$ cat src/rtl/sf_term_line_streamer.sv
// Serializes one terminal status line (MSB byte first) into a valid/ready byte stream.
// Optional build macro SF_LINE_CHANGE_ONLY_EN: timer-only refreshes are skipped when the line is unchanged.
module sf_term_line_streamer #(
    parameter int parm_line_len       = 35,
    parameter int parm_refresh_cycles = 4_000_000
) (
    input  logic                       i_clk_40mhz,
    input  logic                       i_rstn_40mhz,
    input  logic [parm_line_len*8-1:0] i_term_ascii_line,
    input  logic                       i_send_req,
    output logic [7:0]                 o_tx_data,
    output logic                       o_tx_valid,
    input  logic                       i_tx_ready,
    output logic                       o_busy,
    output logic                       o_line_done
);

    localparam int LW = parm_line_len * 8;
    localparam int CW = (parm_line_len > 1) ? $clog2(parm_line_len) : 1;
    localparam int TW = $clog2(parm_refresh_cycles);
    localparam logic [CW-1:0] CNT_LAST   = CW'(parm_line_len - 1);
    localparam logic [TW-1:0] TMR_RELOAD = TW'(parm_refresh_cycles - 1);

    typedef enum logic [1:0] {
        ST_IDLE,
        ST_LOAD,
        ST_SEND,
        ST_DONE
    } state_t;

    state_t          state_q, state_d;
    logic [CW-1:0]   cnt_q, cnt_d;
    logic [TW-1:0]   timer_q, timer_d;
    logic [LW-1:0]   snap_q, snap_d;
    logic            pend_q, pend_d;
    logic [7:0]      tx_data_q, tx_data_d;
    logic            tx_valid_q, busy_q, done_q;
    logic            expire, trigger, accept, start;

    assign expire  = (timer_q == '0);
    assign timer_d = expire ? TMR_RELOAD : timer_q - TW'(1);
    assign trigger = i_send_req | expire;
    assign accept  = tx_valid_q & i_tx_ready;

`ifdef SF_LINE_CHANGE_ONLY_EN
    logic [LW-1:0] last_q;
    logic          pend_req_q;
    logic          changed;

    // Requests (direct or pending) always send; timer events only when the line differs.
    assign changed = (i_term_ascii_line != last_q);
    assign start   = i_send_req | (pend_q & pend_req_q) | ((expire | pend_q) & changed);

    always_ff @(posedge i_clk_40mhz or negedge i_rstn_40mhz) begin
        if (!i_rstn_40mhz) begin
            last_q     <= '0;
            pend_req_q <= 1'b0;
        end else begin
            if (state_q == ST_DONE) begin
                last_q <= snap_q;
            end
            if (state_q == ST_IDLE) begin
                pend_req_q <= 1'b0;
            end else if (i_send_req) begin
                pend_req_q <= 1'b1;
            end
        end
    end
`else
    assign start = trigger | pend_q;
`endif

    // One-deep pending: cleared whenever IDLE consumes it.
    always_comb begin
        pend_d = pend_q;
        if (state_q == ST_IDLE) begin
            pend_d = 1'b0;
        end else if (trigger) begin
            pend_d = 1'b1;
        end
    end

    always_comb begin
        state_d   = state_q;
        cnt_d     = cnt_q;
        snap_d    = snap_q;
        tx_data_d = tx_data_q;
        unique case (state_q)
            ST_IDLE: begin
                if (start) begin
                    state_d = ST_LOAD;
                end
            end
            ST_LOAD: begin
                snap_d  = i_term_ascii_line;
                cnt_d   = CNT_LAST;
                state_d = ST_SEND;
            end
            ST_SEND: begin
                if (accept) begin
                    if (cnt_q == '0) begin
                        state_d = ST_DONE;
                    end else begin
                        cnt_d = cnt_q - CW'(1);
                    end
                end
            end
            ST_DONE: begin
                state_d = ST_IDLE;
            end
            default: begin
                state_d = ST_IDLE;
            end
        endcase
        // Outputs are registered from next-state so they line up with the state register.
        if (state_d == ST_SEND) begin
            tx_data_d = snap_d[cnt_d*8 +: 8];
        end
    end

    always_ff @(posedge i_clk_40mhz or negedge i_rstn_40mhz) begin
        if (!i_rstn_40mhz) begin
            state_q    <= ST_IDLE;
            cnt_q      <= '0;
            timer_q    <= TMR_RELOAD;
            snap_q     <= '0;
            pend_q     <= 1'b0;
            tx_data_q  <= 8'h00;
            tx_valid_q <= 1'b0;
            busy_q     <= 1'b0;
            done_q     <= 1'b0;
        end else begin
            state_q    <= state_d;
            cnt_q      <= cnt_d;
            timer_q    <= timer_d;
            snap_q     <= snap_d;
            pend_q     <= pend_d;
            tx_data_q  <= tx_data_d;
            tx_valid_q <= (state_d == ST_SEND);
            busy_q     <= (state_d != ST_IDLE);
            done_q     <= (state_d == ST_DONE);
        end
    end

    assign o_tx_data   = tx_data_q;
    assign o_tx_valid  = tx_valid_q;
    assign o_busy      = busy_q;
    assign o_line_done = done_q;

endmodule

$ cat config.mk
export PLATFORM = sky130hd
export DESIGN_NAME = sf_term_line_streamer
export DESIGN_NICKNAME = d
export VERILOG_FILES = /design/src/rtl/sf_term_line_streamer.sv
export SDC_FILE = /design/constraint.sdc
export NUM_CORES = 1
export LEC_CHECK = 0
export ABC_AREA = 1
export CAP_MARGIN = 5
export CORE_MARGIN = 2
export CORE_UTILIZATION = 55
export DETAILED_ROUTE_END_ITERATION = 16
export PLACE_DENSITY = 0.9
export SLEW_MARGIN = 20
export SYNTH_ARGS = -nofsm -noshare
export SYNTH_HDL_FRONTEND = slang
export SYNTH_SLANG_ARGS = --single-unit
$ cat constraint.sdc
create_clock -name i_clk_40mhz -period 5.4 [get_ports i_clk_40mhz]
set_input_delay 1.35 -clock i_clk_40mhz [delete_from_list [all_inputs] [get_ports i_clk_40mhz]]
set_output_delay 1.35 -clock i_clk_40mhz [all_outputs]
set_load 0.02 [all_outputs]
After elaboration in Yosys (flattened, before gate mapping)
Cells that the tools add are included.
- equal/unequal tests: 5
- mux-type cells: 11
- bitwise logic cells: 3
- add/sub/neg operators: 2
- shift-type cells: 1
- reductions and logical operators: 5
- operators with widths (cell ; count):
    2-to-1 mux 280 bit ; 1
    variable part select 280 x 10 -> 8 bit ; 1
    logical NOT 22 bit ; 1
    2-to-1 mux 22 bit ; 1
    subtractor 22 x 1 -> 22 bit (second input constant) ; 1
    2-to-1 mux 6 bit ; 2
    case mux 6 bit (2 select lines) ; 1
    equality test 2 bit (second input constant) ; 4
    case mux 2 bit (4 select lines) ; 1
    logical NOT 6 bit ; 1
    2-to-1 mux 2 bit ; 3
    subtractor 6 x 1 -> 6 bit (second input constant) ; 1
    nonzero test 2 bit ; 2
    equality test 2 x 1 -> 1 bit (second input constant) ; 1
    logical NOT 2 bit ; 1
    2-to-1 mux 1 bit ; 2
    bitwise OR 1 bit ; 2
    bitwise AND 1 bit ; 1
- bits in registers: 322
- input bits: 284

Depth between registers and ports, before layout
- depth in word-level cells: 6
- mapped depth: 17

Least setup slack after synthesis
No wires, ideal clock.
- kind: input to register
- start: in i_tx_ready
- end: reg tx_data_q[1] (netlist: o_tx_data[1])
- stages on the path: 14
- arrival time: 2702 ps
- path slack: 2577 ps
- path through: nand2_1 -> inv_1 -> nand3_1 -> nand2_2 -> nand3_2 -> inv_2 -> clkbuf_1 -> nand2_1 -> nand3_1 -> nand3_1 -> nand3_1 -> nand3_1 -> nand3_1 -> a21oi_1
- longest elaborated chain between the ends: 4
- elaborated cells on any way between the ends: 7
- those cells by class: eq/ne: 1; shift: 1; mux: 4; bitwise: 1
- RTL lines (element ; RTL line ; RTL):
    start: declaration ; 13 ; input logic i_tx_ready,
    bitwise AND 1 bit (*) ; 43 ; assign accept = tx_valid_q & i_tx_ready;
    2-to-1 mux 6 bit or 2-to-1 mux 2 bit (tied branches) ; 100 ; if (accept) begin
    case mux 6 bit (2 select lines) or case mux 2 bit (4 select lines) (tied branches) ; 88 ; unique case (state_q)
    variable part select 280 x 10 -> 8 bit or equality test 2 bit (tied branches) ; 117, 116 ;
    end signal: assignment ; 138 ; tx_data_q <= tx_data_d;
    end: declaration ; 36 ; logic [7:0] tx_data_q, tx_data_d;
Every way passes the cells marked *; elsewhere a longest branch is shown, timed or not.
A chain may end at the register's enable or synchronous reset.

Final worst setup path
- start: in i_tx_ready
- end: reg tx_data_q[7] (netlist: o_tx_data[7])
The elaborated chain is that of the path after synthesis.

==> flow_summary.json <==
{
  "outcome": "finished, violations left",
  "failed_checks": "DRC",
  "die-width_um": 177,
  "synth_cells": 2008,
  "grt_antenna_before_repair": 0,
  "firstDrtPassIters": 14,
  "postSynthAreaPerCell_um2": 8.18,
  "leakage_uw": 0.00898,
  "track_usage": 0.329,
  "clockRootBuffer": "clkbuf_16",
  "final_cell_mix": "308 x dfrtp_1, 293 x clkdlybuf4s50_1, 287 x inv_1",
  "multi_input_area_um2": 6670,
  "ant_nets": 0,
  "cp-end-kind": "flop",
  "drive_gt1_frac": 0.165,
  "gr-total-overflow": 0,
  "drt_drc_violations_left": 1,
  "die_h_um": 177,
  "diodes": 0,
  "rsz0062_at_grt": "false",
  "die_area_um2": 31300,
  "whs_ns": 0.464,
  "vias": 15300,
  "clock_latency_ns": 0.51,
  "startpoint_type": "primary input",
  "post_cts_buffers": 0,
  "synth_area_leaders": "dfrtp_1 47%, or2_2 9.6%, nand3_1 7.9%, o21ai_0 6.8%, inv_1 6.6%",
  "worstMarginPinSlew_ns": 1.06,
  "drt-total-wl_mm": 51.9,
  "slew-limit-headroom": 0.294,
  "fin_crit_ns": 4.19,
  "power.density_nw_per_um2": 631,
  "syn_area_um2": 16400,
  "total_power_uw": 13000,
  "clk_pin_slew_ns": 0.06,
  "yosysSeqAreaShare": 0.492,
  "ctsHoldBuffers": 0,
  "clockBufferDepth": 3,
  "final.setup.tns_ns": 0,
  "post_drt_wl_per_cell_um": 19.7,
  "critPathRequiredTime_ns": 5.80,
  "worst-setup-path-type": "in2reg",
  "cts_buffers": 34,
  "setup_ws_ns": 1.21,
  "period_share": 0.775,
  "yosysTopAreaCell": "dfrtp_1",
  "fmax_ghz": 0.239,
  "ff_latch_area_um2": 8080,
  "start_util": 0.557,
  "skew_ns": 0.00786,
  "ioPinCount": 295,
  "ys_ff_latch": 322,
  "place_ws_ns": 0.865,
  "area_growth_pct": 25.4,
  "hold_class": "reg2reg",
  "htreeDepth": 2,
  "rr_startpoint": "state_q[0]",
  "final_common_cell": "dfrtp_1",
  "finalCoreUtilization": 0.698,
  "synth_nets": 2298,
  "grt_max_degree": 220,
  "rows": 63,
  "grt_pass1_vias": 14600,
  "cts.sinks": 322,
  "port-buffer-count": 294,
  "cts_tree": "yes",
  "post_cts_resized": 0,
  "r2r_end": "o_tx_data[7]",
  "ir_drop_mv": 0.511,
  "hold_end": "timer_q[0]",
  "ys_warn_count": 0,
  "core_area_um2": 29500,
  "setup_viol_count_final": 0,
  "first_iter_violations": 2210,
  "reg2regPathDepth": 13,
  "nets": 2512,
  "rrSetupSlack_ns": 1.79,
  "maxCapViolCount": 0,
  "grt_pass1_wl_mm": 79.6,
  "yosysUniqueCellTypes": 36,
  "yosysTopAreaCellShare": 0.469,
  "arrival_ns": 4.59,
  "min_path_cells": 1,
  "fill_cells": 2213,
  "hold_viol_final": 0,
  "gp_congestion": 1.05,
  "viasPerCell": 5.83,
  "dp_hpwl_mm": 35.5,
  "worstPathMaxFanout": 54,
  "min_from": "timer_q[0]",
  "report.final.slew_viol_count": 0
}
cells in the mapped netlist (all sizes together):
library cell	n
a21oi	26
a22oi	2
buf	57
clkbuf	77
dfrtp	308
dfstp	14
ha	6
inv	297
mux2i	8
nand2	245
nand3	262
nand3b	1
nand4	91
nor2	51
nor3	6
nor4	1
o211ai	9
o21ai	269
o31ai	1
or2	261
xnor2	3
xor2	13
worst max-delay path by stage:
stage	slack (ns)	from	end	depth (start not counted)
after global routing	1.06	i_tx_ready	o_tx_data[7]	14
after floorplan	2.58	i_tx_ready	o_tx_data[1]	14
after detailed placement	0.87	i_tx_ready	o_tx_data[7]	14
after CTS	1.37	i_tx_ready	o_tx_data[7]	14
final	1.21	i_tx_ready	o_tx_data[7]	14
after global placement	1.02	i_tx_ready	o_tx_data[7]	14
registers in the layout (all words and copies together), names as in the netlist:
register	count
state_q	2
snap_q	280
timer_q	22
o_tx_valid	1
pend_q	1
o_busy	1
cnt_q	6
o_line_done	1
o_tx_data	8
stage by stage:
stage                     area (um2)  instances
final                          20600       2632
after global routing           20600       2632
after CTS                      20600       2632
after detailed placement       19500       2576
after global placement         19500       2576
after floorplan                16400       2008
final cells by class:
cell class	count	area share
multi-input combinational	1255	0.324
tap	390	0.0237
clock inverter	6	0.00401
inverter	297	0.0545
clock buffer	50	0.0502
sequential	322	0.392
timing repair buffer	312	0.152
layer usage:
metal / vias to the layer above / share of wire / GRT usage
met5: - / 0 / 0
met4: 0 / 0.046 / 0.144
met3: 182 / 0.10 / 0.0672
li1: 6881 / - / -
met1: 7283 / 0.40 / 0.465
met2: 1000 / 0.45 / 0.494
kinds of logic after synthesis:
group | Yosys count | share of synthesized area
xor+xnor | 16 | 0.00853
buf+inv | 431 | 0.105
fa+ha+maj | 6 | 0.00457
flops | 322 | 0.492
simple gates | 918 | 0.290
compound gates | 307 | 0.0957
mux | 8 | 0.00488
power by group:
group,total (uW),internal (uW),switching [uW]
Clock,2360,1420,940
Sequential,3860,3520,338
Combinational,6770,2120,4650
worst max-delay path, cell delays in order:
cell             delay (ns)
clkdlybuf4s50_1        0.46
nand2_1                0.12
inv_1                  0.20
nand3_1                0.17
nand2_4                0.12
nand3_4                0.48
inv_2                  0.84
nand2_1                0.16
nand3_1                0.11
nand3_1                0.08
nand3_1                0.14
nand3_1                0.12
nand3_1                0.13
a21oi_1                0.07
Note: power is estimated with default switching activity, not from simulation.
